**src/rtl/ex_pkg.sv**
```systemverilog
// Shared definitions for the execute stage: widths, ALU op codes, FSM states, payloads.
package ex_pkg;

    localparam int unsigned XLEN = 32;
    localparam int unsigned PCW  = 48;
    localparam int unsigned ITER = 32;
    localparam int unsigned CNTW = $clog2(ITER);
    localparam int unsigned OPW  = 4;

    localparam logic [OPW-1:0] ALU_ADD   = 4'd0;
    localparam logic [OPW-1:0] ALU_SUB   = 4'd1;
    localparam logic [OPW-1:0] ALU_AND   = 4'd2;
    localparam logic [OPW-1:0] ALU_OR    = 4'd3;
    localparam logic [OPW-1:0] ALU_XOR   = 4'd4;
    localparam logic [OPW-1:0] ALU_SLL   = 4'd5;
    localparam logic [OPW-1:0] ALU_SRL   = 4'd6;
    localparam logic [OPW-1:0] ALU_SRA   = 4'd7;
    localparam logic [OPW-1:0] ALU_SLT   = 4'd8;
    localparam logic [OPW-1:0] ALU_SLTU  = 4'd9;
    localparam logic [OPW-1:0] ALU_MUL   = 4'd10;
    localparam logic [OPW-1:0] ALU_DIVU  = 4'd11;
    localparam logic [OPW-1:0] ALU_REMU  = 4'd12;
    localparam logic [OPW-1:0] ALU_PASSB = 4'd13;

    typedef enum logic {
        ST_IDLE = 1'b0,
        ST_BUSY = 1'b1
    } ex_state_t;

    // Control fields that ride along with an instruction into EX/MEM
    typedef struct packed {
        logic [2:0]     flags_mem;
        logic [1:0]     flags_wb;
        logic [PCW-1:0] pc1;
        logic [4:0]     rd;
    } ex_ctl_t;

    function automatic logic is_multi(input logic [OPW-1:0] op);
        return (op == ALU_MUL) || (op == ALU_DIVU) || (op == ALU_REMU);
    endfunction

endpackage

```
**src/rtl/ex_muldiv.sv**
```systemverilog
// Iterative engine: one shift-add (MUL) or restoring-divide (DIVU/REMU) step per cycle.
module ex_muldiv
    import ex_pkg::*;
(
    input  logic            clk,
    input  logic            rst_n,
    input  logic            start,
    input  logic            abort,
    input  logic [OPW-1:0]  op,
    input  logic [XLEN-1:0] a,
    input  logic [XLEN-1:0] b,
    output logic            busy,
    output logic            done_c,
    output logic [XLEN-1:0] result_c
);

    // acc: product accumulator / partial remainder
    // x:   shifted multiplicand / dividend-to-quotient shifter
    // y:   shifted multiplier / divisor
    logic [CNTW-1:0] cnt_q;
    logic [OPW-1:0]  op_q;
    logic [XLEN-1:0] acc_q, x_q, y_q;
    logic [XLEN-1:0] acc_d, x_d, y_d;
    logic [XLEN:0]   rem_sh_c, diff_c;

    // Next-step datapath; a divisor of zero naturally yields all-ones quotient and remainder = dividend
    always_comb begin
        acc_d    = acc_q;
        x_d      = x_q;
        y_d      = y_q;
        rem_sh_c = '0;
        diff_c   = '0;
        if (op_q == ALU_MUL) begin
            acc_d = acc_q + (y_q[0] ? x_q : '0);
            x_d   = x_q << 1;
            y_d   = y_q >> 1;
        end else begin
            rem_sh_c = {acc_q, x_q[XLEN-1]};
            diff_c   = rem_sh_c - {1'b0, y_q};
            if (!diff_c[XLEN]) begin
                acc_d = diff_c[XLEN-1:0];
                x_d   = {x_q[XLEN-2:0], 1'b1};
            end else begin
                acc_d = rem_sh_c[XLEN-1:0];
                x_d   = {x_q[XLEN-2:0], 1'b0};
            end
        end
    end

    // Final-step detection and result selection
    always_comb begin
        done_c   = busy && (cnt_q == CNTW'(ITER - 1));
        result_c = (op_q == ALU_DIVU) ? x_d : acc_d;
    end

    // Operand capture and per-cycle iteration
    always_ff @(posedge clk or negedge rst_n) begin
        if (!rst_n) begin
            busy  <= 1'b0;
            cnt_q <= '0;
            op_q  <= '0;
            acc_q <= '0;
            x_q   <= '0;
            y_q   <= '0;
        end else if (start) begin
            busy  <= 1'b1;
            cnt_q <= '0;
            op_q  <= op;
            acc_q <= '0;
            x_q   <= a;
            y_q   <= b;
        end else if (busy) begin
            if (abort || done_c) begin
                busy  <= 1'b0;
                cnt_q <= '0;
            end else begin
                cnt_q <= cnt_q + CNTW'(1);
                acc_q <= acc_d;
                x_q   <= x_d;
                y_q   <= y_d;
            end
        end
    end

endmodule

```
**src/rtl/ex_stage.sv**
```systemverilog
// Execute stage: single-cycle ALU, multi-cycle op sequencing and the EX/MEM register.
module ex_stage
    import ex_pkg::*;
(
    input  logic            clk,
    input  logic            rst_n,
    input  logic            in_valid,
    input  logic            flush,
    input  logic [XLEN-1:0] dataOne,
    input  logic [XLEN-1:0] dataTwo,
    input  logic [XLEN-1:0] immediate,
    input  logic            src_imm,
    input  logic [3:0]      flagsALU,
    input  logic [2:0]      flagsMEM,
    input  logic [1:0]      flagsWB,
    input  logic [PCW-1:0]  pc1,
    input  logic [4:0]      rd_dir,
    output logic            stall,
    output logic            out_valid,
    output logic [XLEN-1:0] alu_result,
    output logic            zero,
    output logic [XLEN-1:0] store_data,
    output logic [2:0]      flagsMEM_out,
    output logic [1:0]      flagsWB_out,
    output logic [PCW-1:0]  pc1_out,
    output logic [4:0]      rd_out
);

    ex_state_t       state_q, state_d;
    logic [XLEN-1:0] opb_c, alu_c;
    ex_ctl_t         cur_ctl_c, cap_ctl_q, wb_ctl_c;
    logic [XLEN-1:0] cap_store_q, wb_res_c, wb_store_c;
    logic            start_c, wb_load_c;
    logic            md_busy, md_done_c;
    logic [XLEN-1:0] md_result_c;

    // Operand B select and control bundle of the incoming instruction
    always_comb begin
        opb_c               = src_imm ? immediate : dataTwo;
        cur_ctl_c.flags_mem = flagsMEM;
        cur_ctl_c.flags_wb  = flagsWB;
        cur_ctl_c.pc1       = pc1;
        cur_ctl_c.rd        = rd_dir;
    end

    // Single-cycle ALU; multi-cycle and reserved codes produce 0 here
    always_comb begin
        alu_c = '0;
        case (flagsALU)
            ALU_ADD:   alu_c = dataOne + opb_c;
            ALU_SUB:   alu_c = dataOne - opb_c;
            ALU_AND:   alu_c = dataOne & opb_c;
            ALU_OR:    alu_c = dataOne | opb_c;
            ALU_XOR:   alu_c = dataOne ^ opb_c;
            ALU_SLL:   alu_c = dataOne << opb_c[4:0];
            ALU_SRL:   alu_c = dataOne >> opb_c[4:0];
            ALU_SRA:   alu_c = XLEN'($signed(dataOne) >>> opb_c[4:0]);
            ALU_SLT:   alu_c = XLEN'($signed(dataOne) < $signed(opb_c));
            ALU_SLTU:  alu_c = XLEN'(dataOne < opb_c);
            ALU_PASSB: alu_c = opb_c;
            default:   alu_c = '0;
        endcase
    end

    ex_muldiv u_muldiv (
        .clk      (clk),
        .rst_n    (rst_n),
        .start    (start_c),
        .abort    (flush),
        .op       (flagsALU),
        .a        (dataOne),
        .b        (opb_c),
        .busy     (md_busy),
        .done_c   (md_done_c),
        .result_c (md_result_c)
    );

    // State register
    always_ff @(posedge clk or negedge rst_n) begin
        if (!rst_n) state_q <= ST_IDLE;
        else        state_q <= state_d;
    end

    // Next state, stall and EX/MEM load selection
    always_comb begin
        state_d    = state_q;
        start_c    = 1'b0;
        stall      = 1'b0;
        wb_load_c  = 1'b0;
        wb_res_c   = alu_c;
        wb_ctl_c   = cur_ctl_c;
        wb_store_c = dataTwo;
        case (state_q)
            ST_IDLE: begin
                if (in_valid && !flush) begin
                    if (is_multi(flagsALU)) begin
                        start_c = 1'b1;
                        stall   = 1'b1;
                        state_d = ST_BUSY;
                    end else begin
                        wb_load_c = 1'b1;
                    end
                end
            end
            ST_BUSY: begin
                stall = !flush;
                if (flush) begin
                    state_d = ST_IDLE;
                end else if (md_done_c) begin
                    wb_load_c  = 1'b1;
                    wb_res_c   = md_result_c;
                    wb_ctl_c   = cap_ctl_q;
                    wb_store_c = cap_store_q;
                    state_d    = ST_IDLE;
                end else if (!md_busy) begin
                    state_d = ST_IDLE;
                end
            end
            default: state_d = ST_IDLE;
        endcase
    end

    // Hold the control fields and store data of the instruction under iteration
    always_ff @(posedge clk or negedge rst_n) begin
        if (!rst_n) begin
            cap_ctl_q   <= '0;
            cap_store_q <= '0;
        end else if (start_c) begin
            cap_ctl_q   <= cur_ctl_c;
            cap_store_q <= dataTwo;
        end
    end

    // EX/MEM register: load a result or a bubble every cycle
    always_ff @(posedge clk or negedge rst_n) begin
        if (!rst_n) begin
            out_valid    <= 1'b0;
            alu_result   <= '0;
            zero         <= 1'b0;
            store_data   <= '0;
            flagsMEM_out <= '0;
            flagsWB_out  <= '0;
            pc1_out      <= '0;
            rd_out       <= '0;
        end else if (wb_load_c) begin
            out_valid    <= 1'b1;
            alu_result   <= wb_res_c;
            zero         <= (wb_res_c == '0);
            store_data   <= wb_store_c;
            flagsMEM_out <= wb_ctl_c.flags_mem;
            flagsWB_out  <= wb_ctl_c.flags_wb;
            pc1_out      <= wb_ctl_c.pc1;
            rd_out       <= wb_ctl_c.rd;
        end else begin
            out_valid    <= 1'b0;
            flagsMEM_out <= '0;
            flagsWB_out  <= '0;
        end
    end

endmodule

```
**config.mk**
```make
export PLATFORM = sky130hd
export DESIGN_NAME = ex_stage
export DESIGN_NICKNAME = d
export VERILOG_FILES = /design/src/rtl/ex_pkg.sv /design/src/rtl/ex_muldiv.sv /design/src/rtl/ex_stage.sv
export SDC_FILE = /design/constraint.sdc
export NUM_CORES = 1
export LEC_CHECK = 0
export ABC_AREA = 1
export CORE_MARGIN = 4
export CORE_UTILIZATION = 45
export DETAILED_ROUTE_END_ITERATION = 16
export PLACE_DENSITY_LB_ADDON = 0.1
export SLEW_MARGIN = 5
export SYNTH_ARGS = -nofsm -noshare
export SYNTH_HDL_FRONTEND = slang
export SYNTH_SLANG_ARGS = --single-unit
```
**constraint.sdc**
```tcl
create_clock -name clk -period 4.3 [get_ports clk]
set_clock_uncertainty 0.2 [all_clocks]
set_input_delay 0.43 -clock clk [delete_from_list [all_inputs] [get_ports clk]]
set_output_delay 0.43 -clock clk [all_outputs]
set_load 0.03 [all_outputs]
```
# [Yosys cells after proc, flatten, opt, wreduce, memory -nomap -nowiden]
# Cells that the tools add are included.
[classes] addsub=5 n_lt_le_gt_ge=2 n_eq_ne=17 shift=3 muxes=49 n_bitwise=4 n_reduce_logical=12
[ops] op="32-bit two-way mux" count=21
[ops] op="32-bit case mux with 11 select lines" count=1
[ops] op="58-bit two-way mux" count=3
[ops] op="32-bit adder" count=2
[ops] op="32-bit less-than comparator" count=2
[ops] op="33-bit by 32-bit subtractor with 33-bit output" count=1
[ops] op="32-bit AND" count=1
[ops] op="4-bit == test, second input constant" count=8
[ops] op="32-bit logical NOT" count=1
[ops] op="32-bit OR" count=1
[ops] op="32-bit by 5-bit left shift with 32-bit output" count=1
[ops] op="32-bit by 5-bit right shift with 32-bit output" count=1
[ops] op="32-bit by 5-bit >>> shifter with 32-bit output" count=1
[ops] op="32-bit subtractor" count=1
[ops] op="32-bit bitwise XOR" count=1
[ops] op="4-bit by 3-bit == test with 1-bit output, second input constant" count=4
[ops] op="1-bit two-way mux" count=16
[ops] op="5-bit two-way mux" count=3
[ops] op="4-bit by 2-bit == test with 1-bit output, second input constant" count=2
[ops] op="1-bit case mux with 2 select lines" count=3
[ops] op="5-bit by 1-bit adder with 5-bit output, second input constant" count=1
[ops] op="5-bit == test, second input constant" count=1
[ops] op="4-bit by 1-bit == test with 1-bit output, second input constant" count=1
[ops] op="4-bit logical NOT" count=1
[ops] op="10 further kinds" count=14
[totals] ff_bits=321 inputBits=163 output_inout_bits=125 wordCells=112

# [Logic depth before layout (Yosys ltp)]
# Gate-level depths: netlist of the first run.
[depth] depth_word=8 ltp_mapped=29 ltp_nobuf=26

# [Modules after synthesis]
# Synthesis of the first run repeated with hierarchy kept, for this count alone.
[hier_totals] hier_cells=4973 hier_area_um2=30131.4
[modules_own_cells] module="ex_stage" instances=1 cells_each=3213 area_each_um2=19595.0 seq_area_each_um2=5380.2
[modules_own_cells] module="ex_muldiv" instances=1 cells_each=1760 area_each_um2=10536.4 seq_area_each_um2=2652.5

# [Worst setup path before layout of the first run]
# OpenSTA, ideal clock, no wires.
[synth_timing] kind="input-to-reg" start="input port src_imm" end="register zero" setup_time_ns=0.066 arrival_ns=3.341 required_time_ns=4.034 setup_slack_ns=0.694 path_stages=23 n_path_buf=4 cell_sequence="buf_6 -> inv_6 -> buf_6 -> or2_1 -> o21ai_4 -> clkbuf_1 -> ha_1 -> clkbuf_1 -> o21ai_0 -> a21oi_1 -> o21ai_1 -> nand2_1 -> nand2_1 -> nand2_1 -> nand3_1 -> nand4_1 -> nand2_1 -> nand2_1 -> nor2_1 -> nand3_1 -> nor2_1 -> nand3_1 -> nand2_1"
[synth_between] elab_chain_cells=7 word_cells_on_any_way=16 classes_between="2 x add/sub; 2 x order compare; 3 x shift; 5 x mux; 3 x bitwise; 1 x reduce/logical"
[synth_rtl] item="from (decl)" line="ex_stage.sv:12" source="input logic src_imm,"
[synth_rtl] item="32-bit two-way mux *" line="ex_stage.sv:39" source="opb_c = src_imm ? immediate : dataTwo;"
[synth_rtl] item="32-bit subtractor (tied with other cells)" line="ex_stage.sv:51" source="ALU_SUB: alu_c = dataOne - opb_c;"
[synth_rtl] item="32-bit case mux with 11 select lines *" line="ex_stage.sv:49" source="case (flagsALU)"
[synth_rtl] item="32-bit two-way mux" line="ex_stage.sv:109" source="end else if (md_done_c) begin"
[synth_rtl] item="32-bit two-way mux" line="ex_stage.sv:107" source="if (flush) begin"
[synth_rtl] item="32-bit two-way mux *" line="ex_stage.sv:93" source="case (state_q)"
[synth_rtl] item="32-bit logical NOT *" line="ex_stage.sv:148" source="zero <= (wb_res_c == '0);"
[synth_rtl] item="to (signal assigned)" line="ex_stage.sv:148"
[synth_rtl] item="to (decl)" line="ex_stage.sv:21" source="output logic zero,"
# Mark *: on every way between the ends. The rest lies on a longest branch, timed or not.
# A chain may end at the register's enable or synchronous reset.

# [Worst setup path in the final report of the first run]
[layout_timing] start="register u_muldiv.x_q[31]" end="register zero"
[layout_between] elab_chain_cells=8 word_cells_on_any_way=12 classes_between="2 x add/sub; 9 x mux; 1 x reduce/logical"
[layout_rtl] item="from (decl)" line="ex_muldiv.sv:22" source="logic [XLEN-1:0] acc_q, x_q, y_q;"
[layout_rtl] item="from (signal assigned)" line="ex_muldiv.sv:63" source="x_q <= '0;"
[layout_rtl] item="from (signal assigned)" line="ex_muldiv.sv:70" source="x_q <= a;"
[layout_rtl] item="from (signal assigned)" line="ex_muldiv.sv:79" source="x_q <= x_d;"
[layout_rtl] item="33-bit by 32-bit subtractor with 33-bit output or 32-bit two-way mux (tied branches)" line="ex_muldiv.sv:39, ex_muldiv.sv:34"
[layout_rtl] item="32-bit two-way mux (tied with other cells)" line="ex_muldiv.sv:40" source="if (!diff_c[XLEN]) begin"
[layout_rtl] item="32-bit two-way mux or 1-bit two-way mux (tied branches)" line="ex_muldiv.sv:33" source="if (op_q == ALU_MUL) begin"
[layout_rtl] item="32-bit two-way mux *" line="ex_muldiv.sv:53" source="result_c = (op_q == ALU_DIVU) ? x_d : acc_d;"
[layout_rtl] item="32-bit two-way mux *" line="ex_stage.sv:109"
[layout_rtl] item="32-bit two-way mux *" line="ex_stage.sv:107"
[layout_rtl] item="32-bit two-way mux *" line="ex_stage.sv:93"
[layout_rtl] item="32-bit logical NOT *" line="ex_stage.sv:148"
# Marks and branches as above.

==> flow_summary.json, run 1 <==
{
  "status": "finished, final reports clean",
  "setup_ws_ns": 0.2223,
  "yosys-top-cells-area": "dfrtp_1 27%, nand2_1 21%, nand3_1 9.4%, ha_1 7.2%, inv_1 6.5%",
  "cpMostUsedCell": "nand2_1",
  "clkLatencyLatePin_ns": 0.61,
  "p_leak_nw": 19.16,
  "yosysTopAreaCell": "dfrtp_1",
  "synth_top_area_share_pct": 27.30,
  "ys_seq_area_share_pct": 27.30,
  "rsz0062_at_grt": "no",
  "power_mw": 17.05,
  "cts_setup_buffers": 0,
  "cts.path.max_buffers": 3,
  "grt_usage_pct": 41.48,
  "yosys_warnings": 0,
  "grt_start_max_net_pins": 115,
  "critical_path_class": "reg2reg",
  "ys_async_sr_fraction_pct": 100.0,
  "cts_buffers": 40,
  "synth_edf_count": 0,
  "start_util_pct": 45.56,
  "setup_viol": 0,
  "slew_viol_final": 0,
  "max_freq_mhz": 245.2,
  "path_buf_inv": 2,
  "ys_types": 58,
  "arrival_ns": 4.40,
  "overflow": 0,
  "drtAntennaViolNets": 0,
  "grt_pass1_vias": 34020,
  "syn_inst": 4766,
  "final_nets": 5594,
  "cp_top_family": "simple AND/OR/NAND/NOR gates",
  "drv_cap": 0,
  "io_pins": 288,
  "gp_congestion": 1.084,
  "hpwl_microns": 119900,
  "slowest_stage": "fa_1",
  "syn_avg_cell_area_sq_um": 6.173,
  "grt_pass1_wl_microns": 219100,
  "slew_headroom_pct": 24.68,
  "wl_per_cell_microns": 24.32,
  "layout-drive-gt1-share_pct": 10.48,
  "drtIter0Drc": 4092,
  "synth_commonest_cells": "1648 x nand2_1, 550 x nand3_1, 509 x inv_1",
  "antenna_found_initial": 6,
  "worstHoldPathType": "in2async",
  "cts.htree.levels": 2,
  "synth_nets": 5103,
  "startpoint_type": "register",
  "hold_viol_final": 0,
  "critical_path.cell_chain": "inv_1 > ha_1 > inv_1 > fa_1 > nand2_1 > nand2_1 > nand3_1 > nand2_2 > nand2_1 > nand2_2 > nand2_2 > nand3_4 > nand2_8 > nand2_1 > nand3_1 > nand3_1 > nand2_1 > nand2_1 > nor3_2 > nand2_1 > nor2_1 > nand3_1 > nand2_1",
  "synthFlopType": "dfrtp_1",
  "syn_area_sq_um": 29420,
  "route.detailed.drc": 0,
  "critPathCaptureType": "register",
  "die_w_microns": 263.7,
  "period_needed_ns": 4.078,
  "critPathRequiredTime_ns": 4.63,
  "synth.most_common_cell": "nand2_1",
  "totalWireLength_microns": 149400,
  "syn2layout_area_growth_pct": 26.16,
  "powerDensity_nw_per_um2": 459.3,
  "timing.final.crit_share_pct": 94.83,
  "tightest_slew_ns": 1.130,
  "drtPass1Iterations": 6,
  "fp.dieArea_sq_um": 69540,
  "dp_slack_ns": -0.1134,
  "critPathMaxStageDelay_ns": 0.48,
  "path_max_fanout": 30,
  "num_vias": 35530,
  "clkTransAtPathRegs_ns": 0.06,
  "rows": 93,
  "irDropWorstVdd_mv": 0.3411,
  "cts.sinks": 321,
  "die_h_microns": 263.7,
  "port_buffers": 287,
  "synth_seq_cells": 321,
  "core_sq_um": 64580,
  "routed_via_density": 5.784,
  "cts_root_buf": "clkbuf_16",
  "cts_tree": "built"
}
-- where the power goes --
part | switching [mW] | internal [mW] | total [mW]
logic | 5.72 | 3.06 | 8.78
registers | 0.644 | 3.77 | 4.42
clock network | 1.53 | 2.32 | 3.85
total | 7.90 | 9.15 | 17.0
-- sequential cells by signal, indices dropped and copies added (netlist names), 5 cells and up --
name,cells
cap_ctl_q,58
pc1_out,48
alu_result,32
cap_store_q,32
store_data,32
u_muldiv.acc_q,32
u_muldiv.x_q,32
u_muldiv.y_q,32
rd_out,5
u_muldiv.cnt_q,5
-- path summary, 6_finish.rpt --
path | startpoint | end | slack (ns) | cells after the start
worst max register to register | u_muldiv.x_q[31] | zero | 0.22 | 23
max in group asynchronous | rst_n | u_muldiv.x_q[24] | 2.66 | 3
worst min-delay path | rst_n | u_muldiv.y_q[9] | 0.16 | 2
min in group clk | pc1[14] | cap_ctl_q[19] | 0.20 | 3
worst max-delay path | u_muldiv.x_q[31] | zero | 0.22 | 23
worst min register to register | cap_ctl_q[22] | cap_ctl_q[22] | 0.28 | 2
-- what timing repair did --
item,4_1_cts,5_1_grt
endpoints found under the hold margin,75,0
resized for setup,0,8
hold buffers,1,0
setup endpoints to repair,0,1
-- worst reg2reg max path: cells and delay by family, from the launching register on --
kind	cells	cell delay (ns)
adders and majority gates	2	0.66
DFF	1	0.38
and+or+nand+nor	19	2.52
buffers and inverters	2	0.24
-- layout by cell type, fill, tap and decap left out, types with 14 or more instances in the layout --
master           instances
ha_1                   170
inv_1                  508
nand4_1                 52
o211ai_1                29
o21ai_2                 15
buf_4                  359
a21o_1                  15
clkdlybuf4s50_1        285
nand3b_1                16
or2_2                   32
o21bai_1                19
nor2_1                 383
o21ai_1                 14
dfrtp_1                321
buf_12                  21
nor3_1                  65
nand2_1               1641
a21oi_1                182
clkbuf_16               40
a31oi_1                100
o21ai_0                219
nand3_1                548
a221oi_1                35
o22ai_1                 15
-- cell type report --
| cell class | count | area [sq um] |
|---|---|---|
| Sequential cell | 321 | 8033 |
| Clock buffer | 55 | 1187 |
| Multi-Input combinational cell | 3703 | 18530 |
| Clock inverter | 17 | 324.1 |
| Antenna cell | 1 | 2.502 |
| Fill cell | 6507 | 27460 |
| Timing Repair Buffer | 668 | 5998 |
| Inverter | 523 | 1974 |
| Tap cell | 855 | 1070 |
-- stage by stage --
stage,instances,hold WS [ns],cell area (sq um),TNS (ns),utilization (%)
floorplan,4766,-0.06559,29420,0,-
global placement,6069,0.2535,35560,-0.06465,55.07
detailed placement,6069,0.2553,35560,-0.1134,55.07
CTS,6142,0.1804,37090,0,57.43
global route,6142,0.2048,37120,0,57.47
finish,6143,0.1649,37120,0,57.48
-- cell families (layout without fill, tap and decap cells) --
kind of cell               count (synthesis)  after routing  synth area share (%)
AOI/OAI and AO/OA                        718            718                 14.85
DFF                                      321            321                 27.30
other                                      0              1                     0
and+or+nand+nor                         2793           2793                 39.79
buffers and inverters                    742           1263                 10.02
xor gates and xnor gates                  18             18                0.5358
adders and majority gates                174            174                 7.502
-- per-layer routing --
metal  GRT usage, %  vias to the layer above  routed length, microns
met5              0                        -                      64
met4          20.87                       10                    9521
met3          9.742                      403                   14820
met2          66.38                     1776                   66750
met1          52.60                    16780                   58230
li1               -                    16560                       -
(Power assumes the default switching activity.)
==> inputs of run 2 (changes only) <==
Settings changed: PLACE_DENSITY from default to 0.65, PLACE_DENSITY_LB_ADDON 0.1 to default.
==> run 2 against run 1 <==
Register-to-register slack hardly changed. Critical path type is now in2reg. Sequential power hardly changed. Combinational power is 2.4% higher. Routed wire length is 2.6% higher.
==> flow_summary.json, run 2 (synthesized netlist as in run 1, its figures left out) <==
{
  "status": "finished, final reports clean",
  "drtIter0Drc": 4353,
  "final_util_pct": 58.14,
  "cts.sinks": 321,
  "rsz0062_at_grt": "no",
  "route.detailed.drc": 0,
  "setup_viol": 0,
  "io_pins": 288,
  "drtAntennaViolNets": 0,
  "die_h_microns": 263.7,
  "cts_tree": "built",
  "slew_viol_final": 0,
  "worstHoldPathType": "in2reg",
  "syn2layout_area_growth_pct": 27.62,
  "num-fill-cells": 6373,
  "path_max_fanout": 5,
  "clkLatencyLatePin_ns": 0.58,
  "drtPass1Iterations": 7,
  "power_mw": 16.78,
  "cts.path.max_buffers": 3,
  "start_util_pct": 45.56,
  "drv_cap": 0,
  "final_cell_mix": "1646 x nand2_1, 549 x nand3_1, 508 x inv_1, 430 x buf_4, 381 x nor2_1",
  "critPathCaptureType": "register",
  "hpwl_microns": 124300,
  "holdWs_ns": 0.2136,
  "critPathRequiredTime_ns": 4.61,
  "routed_via_density": 5.830,
  "die_w_microns": 263.7,
  "antenna_found_initial": 7,
  "final_common_cell": "nand2_1",
  "overflow": 0,
  "powerDensity_nw_per_um2": 446.9,
  "regMostFlops": "cap_ctl_q",
  "cts_setup_buffers": 0,
  "rows": 93,
  "largest_register_ffs": 58,
  "tightest_slew_ns": 1.011,
  "grt_start_max_net_pins": 203,
  "fin_setup_tns_ns": 0,
  "totalWireLength_microns": 153200,
  "wl_per_cell_microns": 24.63,
  "timing.final.crit_share_pct": 95.13,
  "setup_ws_ns": 0.2093,
  "reg_top3": "cap_ctl_q (58), pc1_out (48)",
  "cts_root_buf": "clkbuf_16",
  "fp.dieArea_sq_um": 69540,
  "max_freq_mhz": 244.5,
  "grt_pass1_vias": 34700,
  "num_vias": 36270,
  "irDropWorstVdd_mv": 0.3689,
  "clkTransAtPathRegs_ns": 0.06,
  "gp_congestion": 1.134,
  "grt_usage_pct": 42.38,
  "arrival_ns": 4.40,
  "cts_buffers": 40,
  "p_leak_nw": 19.44,
  "startpoint_type": "input port",
  "period_needed_ns": 4.091,
  "final_nets": 5671,
  "layout-drive-gt1-share_pct": 11.62,
  "critical_path_class": "in2reg",
  "grt_pass1_wl_microns": 222900,
  "slew_headroom_pct": 32.63,
  "core_sq_um": 64580,
  "hold_viol_final": 0,
  "dp_slack_ns": -0.1998,
  "cts.htree.levels": 2,
  "port_buffers": 287
}
[run 2: stage by stage]
stage / area [sq um] / cells
after floorplan: 29420 / 4766
after global placement: 36230 / 6146
after detailed placement: 36230 / 6146
after CTS: 37530 / 6215
after global routing: 37540 / 6216
final: 37550 / 6220
[run 2: worst max-delay path: stages]
cell and delay, ns:
clkdlybuf4s50_1 0.48, o21ai_0 0.66, ha_1 0.44, nor2_1 0.19, inv_1 0.07, buf_4 0.13, nor2_1 0.19, nand2_1 0.14
or2_2 0.32, nand3_1 0.13, nand2_1 0.06, nand3_1 0.10, nand4_1 0.33, nand2_1 0.23, nand2_1 0.07, inv_1 0.05
nand2_1 0.05, nor2_1 0.15, nand3_1 0.10, nand2_1 0.07
[run 2: repair_timing]
item                                    4_1_cts  5_1_grt
hold buffers                                  1        0
endpoints found under the hold margin        91        0
gates resized for setup                       0        1
endpoints found under the setup margin        0        1
[run 2: layer usage]
layer  track usage, %  share of wire (%)  up-vias
met4            25.41                7.5        4
met5                0              0.025        -
met1            51.85                 38    17040
li1                 -                  -    16740
met2            67.57                 45     1996
met3            10.66                 10      482
[run 2: worst paths after layout]
check                                 startpoint                 to  slack [ns]  cells after the start
worst min register to register   cap_store_q[15]    cap_store_q[15]        0.28                      2
min in group asynchronous                  rst_n  u_muldiv.acc_q[4]        0.24                      2
worst min-delay path                     pc1[31]      cap_ctl_q[36]        0.21                      3
max in group asynchronous                  rst_n    cap_store_q[30]        2.56                      3
worst max register to register  u_muldiv.x_q[31]               zero        0.22                     26
worst max-delay path                 dataTwo[21]               zero        0.21                     20
[run 2: power by group]
| group | switching [mW] | total, mW | internal (mW) |
|---|---|---|---|
| sequential | 0.613 | 4.39 | 3.77 |
| clock | 1.41 | 3.40 | 1.99 |
| combinational | 5.76 | 8.99 | 3.23 |
| total | 7.79 | 16.8 | 8.99 |
[run 2: final cells by class]
type                    instances  area (sq um)  area share (%)
diodes                          5         12.51         0.03332
inverters                     523          1974           5.258
repair buffers                745          6661           17.74
multi-input cells            3703         18500           49.28
clock inverters                19         198.9          0.5298
clock buffers                  49          1095           2.916
flip-flops and latches        321          8033           21.39
well taps                     855          1070           2.849
